[config.mk]
export PLATFORM = sky130hd
export DESIGN_NAME = div_seq_ctrl
export DESIGN_NICKNAME = d
export VERILOG_FILES = /design/src/rtl/div_pkg.sv /design/src/rtl/div_sign_fix.sv /design/src/rtl/div_seq_ctrl.sv
export SDC_FILE = /design/constraint.sdc
export NUM_CORES = 1
export LEC_CHECK = 0
export CORE_MARGIN = 3
export CORE_UTILIZATION = 30
export DETAILED_ROUTE_END_ITERATION = 6
export HOLD_SLACK_MARGIN = 0.08
export PLACE_DENSITY = 0.57
export SLEW_MARGIN = 20
export SYNTH_ARGS = -nofsm -noshare
export SYNTH_HDL_FRONTEND = slang
export SYNTH_HIERARCHICAL = 1
export SYNTH_SLANG_ARGS = --single-unit
[constraint.sdc]
create_clock -name clk -period 2.8 [get_ports clk]
set_clock_uncertainty 0.05 [all_clocks]
set_input_delay 0.42 -clock clk [delete_from_list [all_inputs] [get_ports clk]]
set_output_delay 0.42 -clock clk [all_outputs]
set_load 0.01 [all_outputs]
[src/rtl/div_pkg.sv]
// rtl/div_pkg.sv - shared types and constants for the sequential divider controller
//
// Purpose : FSM state encoding, default datapath width and the fixed result
//           constants used by div_seq_ctrl and div_sign_fix.
// Ports   : none (package).
package div_pkg;

  // Width of the combinational non-restoring divider array.
  localparam int DIV_WIDTH = 16;

  // Width of the settle counter; SETTLE_CYCLES is limited to 1..15.
  localparam int DIV_CNT_W = 4;

  // Quotient reported on divide-by-zero (all ones).
  localparam logic [DIV_WIDTH-1:0] DIV_DBZ_QUO = '1;

  // Most negative signed value; the only dividend whose signed quotient can
  // overflow (when divided by -1).
  localparam logic [DIV_WIDTH-1:0] DIV_SMIN = {1'b1, {(DIV_WIDTH-1){1'b0}}};

  // All-ones divisor, i.e. -1 when the operands are signed.
  localparam logic [DIV_WIDTH-1:0] DIV_NEG_ONE = '1;

  // Controller states.
  typedef enum logic [1:0] {
    ST_IDLE   = 2'd0,
    ST_SETTLE = 2'd1,
    ST_DONE   = 2'd2
  } div_state_e;

endpackage

[src/rtl/div_sign_fix.sv]
// rtl/div_sign_fix.sv - conditional two's-complement negate
//
// Purpose : y = neg ? -a : a, WIDTH-bit two's complement with the carry out
//           discarded. Used both to turn signed operands into magnitudes and
//           to put the sign back onto the unsigned divider results.
// Ports   :
//   neg  in  1      negate when 1
//   a    in  WIDTH  operand
//   y    out WIDTH  result
module div_sign_fix
  import div_pkg::*;
#(
  parameter int WIDTH = DIV_WIDTH
) (
  input  logic             neg,
  input  logic [WIDTH-1:0] a,
  output logic [WIDTH-1:0] y
);

  logic [WIDTH-1:0] one;
  logic [WIDTH-1:0] negated;

  assign one     = {{(WIDTH-1){1'b0}}, 1'b1};
  assign negated = (~a) + one;
  assign y       = neg ? negated : a;

endmodule

[src/rtl/div_seq_ctrl.sv]
// rtl/div_seq_ctrl.sv - issue/retire controller around the combinational array divider
//
// Purpose : Accepts signed/unsigned divide requests, feeds operand magnitudes
//           to the ripple divider array from registers, waits SETTLE_CYCLES
//           for the array to resolve, then captures and sign-corrects the
//           quotient/remainder. Divide-by-zero and signed MIN/-1 are resolved
//           on accept without touching the divider.
// Config  : define DIV_SMALL_SHORTCUT_EN to also retire |dividend| < |divisor|
//           requests on accept (quotient 0, remainder = dividend).
// Ports   :
//   clk           in  1      clock
//   rst_n         in  1      asynchronous active-low reset
//   req_valid     in  1      request present
//   req_ready     out 1      controller idle, can accept
//   req_dividend  in  WIDTH  dividend
//   req_divisor   in  WIDTH  divisor
//   req_signed    in  1      1 = two's-complement operands
//   div_q_o       out WIDTH  dividend magnitude to divider Q input
//   div_m_o       out WIDTH  divisor magnitude to divider M input
//   div_quo_i     in  WIDTH  divider quotient (unsigned)
//   div_rem_i     in  WIDTH  divider remainder (unsigned, corrected)
//   rsp_valid     out 1      result present
//   rsp_ready     in  1      consumer accepts result
//   rsp_quo       out WIDTH  final quotient
//   rsp_rem       out WIDTH  final remainder
//   rsp_dbz       out 1      divide-by-zero flag
module div_seq_ctrl
  import div_pkg::*;
#(
  parameter int WIDTH         = DIV_WIDTH,
  parameter int SETTLE_CYCLES = 4
) (
  input  logic             clk,
  input  logic             rst_n,
  input  logic             req_valid,
  output logic             req_ready,
  input  logic [WIDTH-1:0] req_dividend,
  input  logic [WIDTH-1:0] req_divisor,
  input  logic             req_signed,
  output logic [WIDTH-1:0] div_q_o,
  output logic [WIDTH-1:0] div_m_o,
  input  logic [WIDTH-1:0] div_quo_i,
  input  logic [WIDTH-1:0] div_rem_i,
  output logic             rsp_valid,
  input  logic             rsp_ready,
  output logic [WIDTH-1:0] rsp_quo,
  output logic [WIDTH-1:0] rsp_rem,
  output logic             rsp_dbz
);

  localparam logic [DIV_CNT_W-1:0] CNT_LOAD = DIV_CNT_W'(SETTLE_CYCLES - 1);

  div_state_e           state;
  logic [DIV_CNT_W-1:0] cnt;
  logic                 sign_q;   // result remainder takes the dividend's sign
  logic                 sign_r;   // quotient is negative when operand signs differ

  logic                 dvd_neg;
  logic                 dvs_neg;
  logic [WIDTH-1:0]     dvd_mag;
  logic [WIDTH-1:0]     dvs_mag;
  logic [WIDTH-1:0]     quo_fix;
  logic [WIDTH-1:0]     rem_fix;

  logic                 is_dbz;
  logic                 is_ovf;
  logic                 accept;

  assign dvd_neg = req_signed & req_dividend[WIDTH-1];
  assign dvs_neg = req_signed & req_divisor[WIDTH-1];

  // Operand magnitudes presented to the divider. For the signed minimum the
  // negation wraps back to itself, which is the correct unsigned magnitude.
  div_sign_fix #(.WIDTH(WIDTH)) u_dvd_mag (
    .neg (dvd_neg),
    .a   (req_dividend),
    .y   (dvd_mag)
  );

  div_sign_fix #(.WIDTH(WIDTH)) u_dvs_mag (
    .neg (dvs_neg),
    .a   (req_divisor),
    .y   (dvs_mag)
  );

  // Sign restoration of the unsigned divider outputs.
  div_sign_fix #(.WIDTH(WIDTH)) u_quo_fix (
    .neg (sign_r),
    .a   (div_quo_i),
    .y   (quo_fix)
  );

  div_sign_fix #(.WIDTH(WIDTH)) u_rem_fix (
    .neg (sign_q),
    .a   (div_rem_i),
    .y   (rem_fix)
  );

  assign is_dbz = (req_divisor == '0);
  assign is_ovf = req_signed && (req_dividend == DIV_SMIN) && (req_divisor == DIV_NEG_ONE);
  assign accept = (state == ST_IDLE) && req_valid;

  assign req_ready = (state == ST_IDLE);
  assign rsp_valid = (state == ST_DONE);

  always_ff @(posedge clk or negedge rst_n) begin
    if (!rst_n) begin
      state   <= ST_IDLE;
      cnt     <= '0;
      sign_q  <= 1'b0;
      sign_r  <= 1'b0;
      div_q_o <= '0;
      div_m_o <= '0;
      rsp_quo <= '0;
      rsp_rem <= '0;
      rsp_dbz <= 1'b0;
    end else begin
      case (state)
        ST_IDLE: begin
          if (accept) begin
            sign_q <= dvd_neg;
            sign_r <= dvd_neg ^ dvs_neg;
            if (is_dbz) begin
              rsp_quo <= DIV_DBZ_QUO;
              rsp_rem <= req_dividend;
              rsp_dbz <= 1'b1;
              state   <= ST_DONE;
            end else if (is_ovf) begin
              // MIN / -1 has no representable positive quotient; the wrapped
              // value MIN is returned with a zero remainder.
              rsp_quo <= DIV_SMIN;
              rsp_rem <= '0;
              rsp_dbz <= 1'b0;
              state   <= ST_DONE;
`ifdef DIV_SMALL_SHORTCUT_EN
            end else if (dvd_mag < dvs_mag) begin
              // Quotient is trivially zero and the remainder is the dividend
              // itself, sign included; no need to wait on the array.
              rsp_quo <= '0;
              rsp_rem <= req_dividend;
              rsp_dbz <= 1'b0;
              state   <= ST_DONE;
`endif
            end else begin
              div_q_o <= dvd_mag;
              div_m_o <= dvs_mag;
              cnt     <= CNT_LOAD;
              state   <= ST_SETTLE;
            end
          end
        end

        ST_SETTLE: begin
          // Capture happens on the cycle after the counter reaches zero, so
          // the divider inputs have been stable for SETTLE_CYCLES full cycles.
          if (cnt == '0) begin
            rsp_quo <= quo_fix;
            rsp_rem <= rem_fix;
            rsp_dbz <= 1'b0;
            state   <= ST_DONE;
          end else begin
            cnt <= cnt - 1'b1;
          end
        end

        ST_DONE: begin
          if (rsp_ready) begin
            state <= ST_IDLE;
          end
        end

        default: begin
          state <= ST_IDLE;
        end
      endcase
    end
  end

endmodule

==> qor.csv, run 1 <==
stage,metric,value,unit
clock_tree,cts.reportedPaths.clkPinSlew,60,ps
sta,setup_viol,0,
cells_and_area,fin_nets,713,
place,place_ws,-231,ps
cells_and_area,nFillCells,1439,
global_routing,overflow,0,
power_and_ir_drop,power.density,950,nW/µm²
cells_and_area,drive_gt1_share,23.2,%
setup_path,arrival,2820,ps
sta,max_slew.worst_pin.slew,947,ps
setup_path,crit_slowest_cell,or4_4,
setup_path,worstSetupPathType,in -> reg,
route,dr.pass1.iters,6,
setup_path,cp_cell_sequence,clkdlybuf4s50_1 -> nand4bb_1 -> or4_4 -> o41ai_2 -> or2_2 -> buf_12 -> mux2_1,
global_routing,grt_usage,16.2,%
setup_path,crit_family,simple AND/OR/NAND/NOR gates,
logic_synthesis,ys_seq_elements,73,
clock_tree,cts-root-buf,clkbuf_16,
hold_path,min_path_type,in -> async,
global_routing,antenna_found_initial,0,
clock_tree,numCtsBuffers,9,
clock_tree,cts_htree_levels,3,
sta,rsz0062_at_grt,false,
sta,slew_violations,0,
setup_path,path_buf_inv,2,
setup_path,endpoint_kind,flip-flop,
logic_synthesis,synth_commonest_cells,"74 x nand2_1, 73 x dfrtp_1, 39 x mux2_2, 36 x xnor2_1, 35 x o21ai_0",
route,vias_per_cell,4.92,
global_routing,grt_max_degree,74,
route,wl_per_cell,16.2,µm
sta,fin_ws,150,ps
floorplan,dieArea,17500,µm²
run_status,status,"complete, no violations",
route,finalWirelength,13900,µm
logic_synthesis,synth_cell_types,44,
place,dp_hpwl,10700,µm
power_and_ir_drop,seq_power_share,27.9,%
power_and_ir_drop,p_sw,2.19,mW
logic_synthesis,avgSynthCellArea,10.3,µm²
logic_synthesis,synth_top_area_cell,dfrtp_1,
cells_and_area,antenna_cells,0,
setup_path,required,2970,ps
floorplan,ios,136,
setup_path,crit_fanout,23,
floorplan,core.rowCount,45,
logic_synthesis,yosysMostFrequentCell,nand2_1,
power_and_ir_drop,combPwrFrac,50.2,%
logic_synthesis,synth_enable_flop_cells,0,
clock_tree,cts_tree,yes,
logic_synthesis,synth-async-reset-ratio,100,%
setup_path,crit_path_start_kind,primary input,
power_and_ir_drop,p_int,4.48,mW
clock_tree,hold_buffers,0,
route,drtIter0Drc,222,
floorplan,die_y,132,µm
clock_tree,insertion_delay,340,ps
logic_synthesis,yosys.area.top_type_share,38.3,%
power_and_ir_drop,irDropWorstVdd,0.451,mV
floorplan,start_util,31.0,%
power_and_ir_drop,sw_frac_of_total,32.9,%
sta,finalCriticalPeriod,2650,ps
sta,fmax,377,MHz
power_and_ir_drop,total_power,6.67,mW
logic_synthesis,ys_seq_area_share,38.3,%
logic_synthesis,synth_flop_cell,dfrtp_1,
logic_synthesis,yosys-top-cells-area,"dfrtp_1 38%, mux2_2 9.2%, xnor2_1 6.6%",
power_and_ir_drop,p_clk_share,21.9,%
place,place.gp.congestion,0.817,
clock_tree,cts_setup_buffers,0,
power_and_ir_drop,power.leakage,3.13,nW
clock_tree,cts_sinks,73,
floorplan,fp.coreArea,15400,µm²
cells_and_area,area.growth.synth_to_final,47.1,%
job,maxCapViolCount,0,
global_routing,grt_pass1_wl,23000,µm
setup_path,slowest_delay,530,ps
global_routing,grt_pass1_vias,4395,
place,port_buffers,135,
route,ant_nets,0,
floorplan,die_w,132,µm
sta,hold_violations,0,
clock_tree,clock_path_buffers,2,
clock_tree,cts_resized,0,
logic_synthesis,synthCells,464,
route,via_count,4205,
logic_synthesis,synthesis.nets,539,
sta,slew_headroom,36.9,%
logic_synthesis,ys_warn_count,6,
sta,fin_crit_sh,94.6,%
logic_synthesis,syn_area,4770,µm²
route,drc,0,
-- worst register-to-register path: stages (launching register included) --
cell and delay (ps):
dfrtp_1 440, nor2_1 150, nand2_1 190, or2_2 380, buf_12 190, buf_4 180, a311o_1 310
-- logic make-up after synthesis --
kind of cell / count (synthesis) / share of synthesized area, %
XOR/XNOR: 57 / 10.5
buffers and inverters: 40 / 5.01
AO/OA/AOI/OAI: 89 / 13.4
adder cells (fa/ha/maj): 6 / 1.57
flip-flops: 73 / 38.3
multiplexers: 65 / 16.9
AND/OR/NAND/NOR: 134 / 14.4
-- path summary, 6_finish.rpt --
| check | startpoint | endpoint | slack, ps | depth (start not counted) |
|---|---|---|---|---|
| max in group asynchronous | rst_n | rsp_quo[4] | 1900 | 1 |
| max reg2reg | state[0] | cnt[2] | 790 | 6 |
| min | rst_n | div_m_o[3] | 170 | 1 |
| max | req_dividend[14] | div_q_o[5] | 150 | 7 |
| min in group clk | div_q_o[4] | div_q_o[4] | 440 | 1 |
| min reg2reg | div_q_o[4] | div_q_o[4] | 440 | 1 |
-- cells in the final DEF, fill, tap and decap left out, types with 2 or more instances in the layout --
cell | netlist | routed
o41ai_1 | 4 | 4
nand2_1 | 74 | 74
dfrtp_1 | 73 | 73
or3_4 | 4 | 4
a21o_1 | 15 | 15
or3_1 | 8 | 8
mux2_4 | 20 | 20
o31ai_1 | 20 | 20
nand4_1 | 3 | 3
buf_12 | 2 | 3
o41ai_2 | 5 | 5
nand2b_1 | 3 | 3
nor3b_1 | 3 | 3
buf_4 | 4 | 49
inv_1 | 17 | 17
or2_2 | 4 | 5
clkdlybuf4s50_1 | 0 | 134
bufinv_16 | 0 | 4
o21ai_0 | 35 | 35
or4_1 | 12 | 12
clkbuf_8 | 0 | 2
nor3_1 | 2 | 2
clkbuf_16 | 0 | 9
xor2_1 | 21 | 21
nor4_1 | 6 | 6
nand4b_1 | 2 | 2
mux2_2 | 39 | 39
nor2_1 | 7 | 7
o31a_2 | 4 | 4
mux2_1 | 5 | 5
ha_1 | 6 | 6
xnor2_1 | 36 | 36
-- per-stage QoR --
stage / instances / instance area (µm²) / hold slack [ps] / util, % / setup TNS (ps)
floorplan: 464 / 4770 / 74.4 / - / 0
global placement: 838 / 6640 / 431 / 43.2 / -9910
detailed placement: 838 / 6640 / 431 / 43.2 / -12970
global route: 854 / 7020 / 258 / 45.7 / 0
finish: 854 / 7020 / 173 / 45.7 / 0
CTS: 854 / 7020 / 225 / 45.7 / 0
-- power by group through the flow --
stage                     sequential [mW]  clock, mW  combinational [mW]
after detailed placement             1.88          0                3.38
after floorplan                      1.98          0                1.78
after global routing                 1.94       1.54                3.65
final                                1.86       1.46                3.35
after CTS                            1.87       1.49                3.40
after global placement               1.86          0                3.34
-- final cells by class --
| type | instances | area, µm² | share of cell area (%) |
|---|---|---|---|
| Clock buffer | 11 | 253 | 3.60 |
| Clock inverter | 5 | 125 | 1.78 |
| Inverter | 17 | 63.8 | 0.909 |
| Multi-Input combinational cell | 351 | 2720 | 38.7 |
| Sequential cell | 73 | 1830 | 26.0 |
| Tap cell | 211 | 264 | 3.76 |
| Timing Repair Buffer | 186 | 1770 | 25.2 |
-- flip-flops by register name, indices dropped and copies added (netlist names) --
signal,cells
state,2
sign_r,1
cnt,4
rsp_dbz,1
rsp_quo,16
div_q_o,16
sign_q,1
rsp_rem,16
div_m_o,16
-- metal layers --
metal | global-route usage (%) | vias to the layer above | share of wire, %
met2 | 25.0 | 164 | 44
met1 | 21.1 | 2026 | 45
met5 | 0 | - | 0
li1 | - | 1998 | -
met4 | 4.43 | 0 | 1.5
met3 | 6.53 | 17 | 9.3
No activity file was read; power rests on OpenSTA's default activity.
==> run 2: changes to the inputs <==
CORE_UTILIZATION = 52   (was 30)
PLACE_DENSITY = 0.88   (was 0.57)
==> qor.csv, run 2 (synthesis gave the netlist of run 1 again) <==
stage,metric,value,unit,change
run_status,status,"complete, no violations",,
floorplan,die_y,102,µm,-23%
power_and_ir_drop,irDropWorstVdd,0.500,mV,+11%
job,maxCapViolCount,0,,unchanged
global_routing,grt_usage,26.4,%,+10 points
floorplan,dieArea,10400,µm²,-41%
sta,hold_slack,147,ps,-25.8 ps
place,dp_hpwl,9940,µm,-7.3%
setup_path,arrival,2760,ps,-60 ps
sta,finalCriticalPeriod,2580,ps,-73.6 ps
floorplan,fp.coreArea,8810,µm²,-43%
clock_tree,insertion_delay,360,ps,+20 ps
clock_tree,cts_setup_buffers,0,,unchanged
global_routing,antenna_found_initial,0,,unchanged
setup_path,crit_slowest_cell,or4_4,,
power_and_ir_drop,power.leakage,3.04,nW,-2.9%
setup_path,endpoint_kind,flip-flop,,
place,place_ws,-152,ps,+79.2 ps
sta,setup_viol,0,,unchanged
global_routing,grt_pass1_vias,4326,,-1.6%
setup_path,worstSetupPathType,in -> reg,,
route,finalWirelength,13200,µm,-4.8%
floorplan,ios,136,,unchanged
hold_path,min_path_type,in -> async,,
clock_tree,cts_resized,0,,unchanged
sta,rsz0062_at_grt,false,,
clock_tree,cts_sinks,73,,unchanged
route,dr.pass1.iters,4,,-2
sta,max_slew.worst_pin.slew,961,ps,+13.3 ps
global_routing,overflow,0,,unchanged
cells_and_area,regArea,1830,µm²,unchanged
clock_tree,cts-root-buf,clkbuf_8,,
cells_and_area,layout.cells.most_common_list,"134 x clkdlybuf4s50_1, 74 x nand2_1, 73 x dfrtp_1",,
sta,finalSetupTns,0,ps,unchanged
place,place.gp.congestion,0.841,,+2.9%
power_and_ir_drop,power.density,901,nW/µm²,-5.2%
setup_path,slowest_delay,540,ps,about the same
floorplan,start_util,54.2,%,+23 points
sta,slew_headroom,36.0,%,-0.89 points
place,port_buffers,135,,unchanged
route,vias_per_cell,5.68,,+15%
setup_path,required,2990,ps,+20 ps
global_routing,met1_usage,33.4,%,+12 points
power_and_ir_drop,total_power,6.03,mW,-9.6%
global_routing,grtUsageMet3,5.30,%,-1.2 points
cells_and_area,finalNonFillerCells,751,,-12%
cells_and_area,fin_nets,713,,unchanged
sta,fin_crit_sh,92.0,%,-2.6 points
clock_tree,clock_path_buffers,2,,unchanged
sta,hold_violations,0,,unchanged
cells_and_area,final_common_cell,clkdlybuf4s50_1,,
setup_path,crit_path_start_kind,primary input,,
cells_and_area,multi_input_area,2720,µm²,unchanged
sta,fmax,388,MHz,+2.9%
route,drtIter0Drc,264,,+19%
cells_and_area,area.growth.synth_to_final,40.3,%,
cells_and_area,drive_gt1_share,23.2,%,unchanged
route,via_count,4264,,+1.4%
clock_tree,hold_buffers,0,,unchanged
clock_tree,cts.reportedPaths.clkPinSlew,80,ps,+20 ps
setup_path,crit_fanout,9,,-61%
cells_and_area,nFillCells,576,,-60%
route,ant_nets,0,,unchanged
clock_tree,cts_tree,yes,,
route,wl_per_cell,17.6,µm,+8.3%
clock_tree,numCtsBuffers,9,,unchanged
sta,slew_violations,0,,unchanged
place,dp_cells,735,,-12%
floorplan,die_w,102,µm,-23%
floorplan,core.rowCount,34,,-24%
global_routing,grt_pass1_wl,21400,µm,-7.0%
sta,fin_ws,224,ps,+73.6 ps
route,drc,0,,unchanged
clock_tree,cts_htree_levels,3,,unchanged
global_routing,top_usage_layer,met2,,
global_routing,grtUsageMet2,45.1,%,+20 points
setup_path,cp_cell_sequence,clkdlybuf4s50_1 -> nand4bb_1 -> or4_4 -> o41ai_2 -> or2_2 -> buf_4 -> mux2_1,,
global_routing,grt_max_degree,74,,unchanged
cells_and_area,antenna_cells,0,,unchanged
run 2: cell count changes in the layout (fill, tap and decap cells not counted), sizes merged:
cell,previous run,this run
bufinv,4,1
clkbuf,11,10
clkinv,1,4
clkinvlp,0,1
run 2: cell type report:
cell class              instances  area share, %
multi-input cells             351           40.6
inverters                      17          0.953
clock inverters                 6          0.860
repair buffers                186           26.2
flip-flops and latches         73           27.3
well taps                     108           2.02
clock buffers                  10           2.06
run 2: worst max-delay path: cells and delay by family:
kind	cells	cell delay (ps)
AO/OA/AOI/OAI	1	380
multiplexers	1	340
AND/OR/NAND/NOR	3	980
buffers and inverters	2	650
run 2: report_power, final:
group	leakage (nW)	total [mW]	internal [mW]	switching, mW
clock	0.102	0.842	0.430	0.412
combinational	2.03	3.33	1.92	1.42
sequential	0.904	1.86	1.52	0.335
run 2: per-stage QoR:
stage | area (µm²) | utilization (%)
after floorplan | 4770 | -
after global placement | 6500 | 73.8
after detailed placement | 6500 | 73.8
after CTS | 6690 | 76.0
after global routing | 6690 | 76.0
final | 6690 | 76.0
run 2: path summary, 6_finish.rpt:
kind                             startpoint     endpoint  slack, ps  depth (start not counted)
hold reg to reg                  div_q_o[3]   div_q_o[3]        450                          1
setup / recovery           req_dividend[14]   div_q_o[7]        220                          7
max in group asynchronous             rst_n       cnt[3]       1910                          1
min in group clk                 div_q_o[3]   div_q_o[3]        450                          1
setup reg to reg                   state[0]       cnt[2]        800                          6
hold / removal                        rst_n  div_m_o[12]        150                          1
run 2: routing by layer:
metal	share of wire, %	up-vias
met5	0	-
met4	1.6	0
met3	7.6	20
met2	48	193
met1	43	2058
li1	-	1993
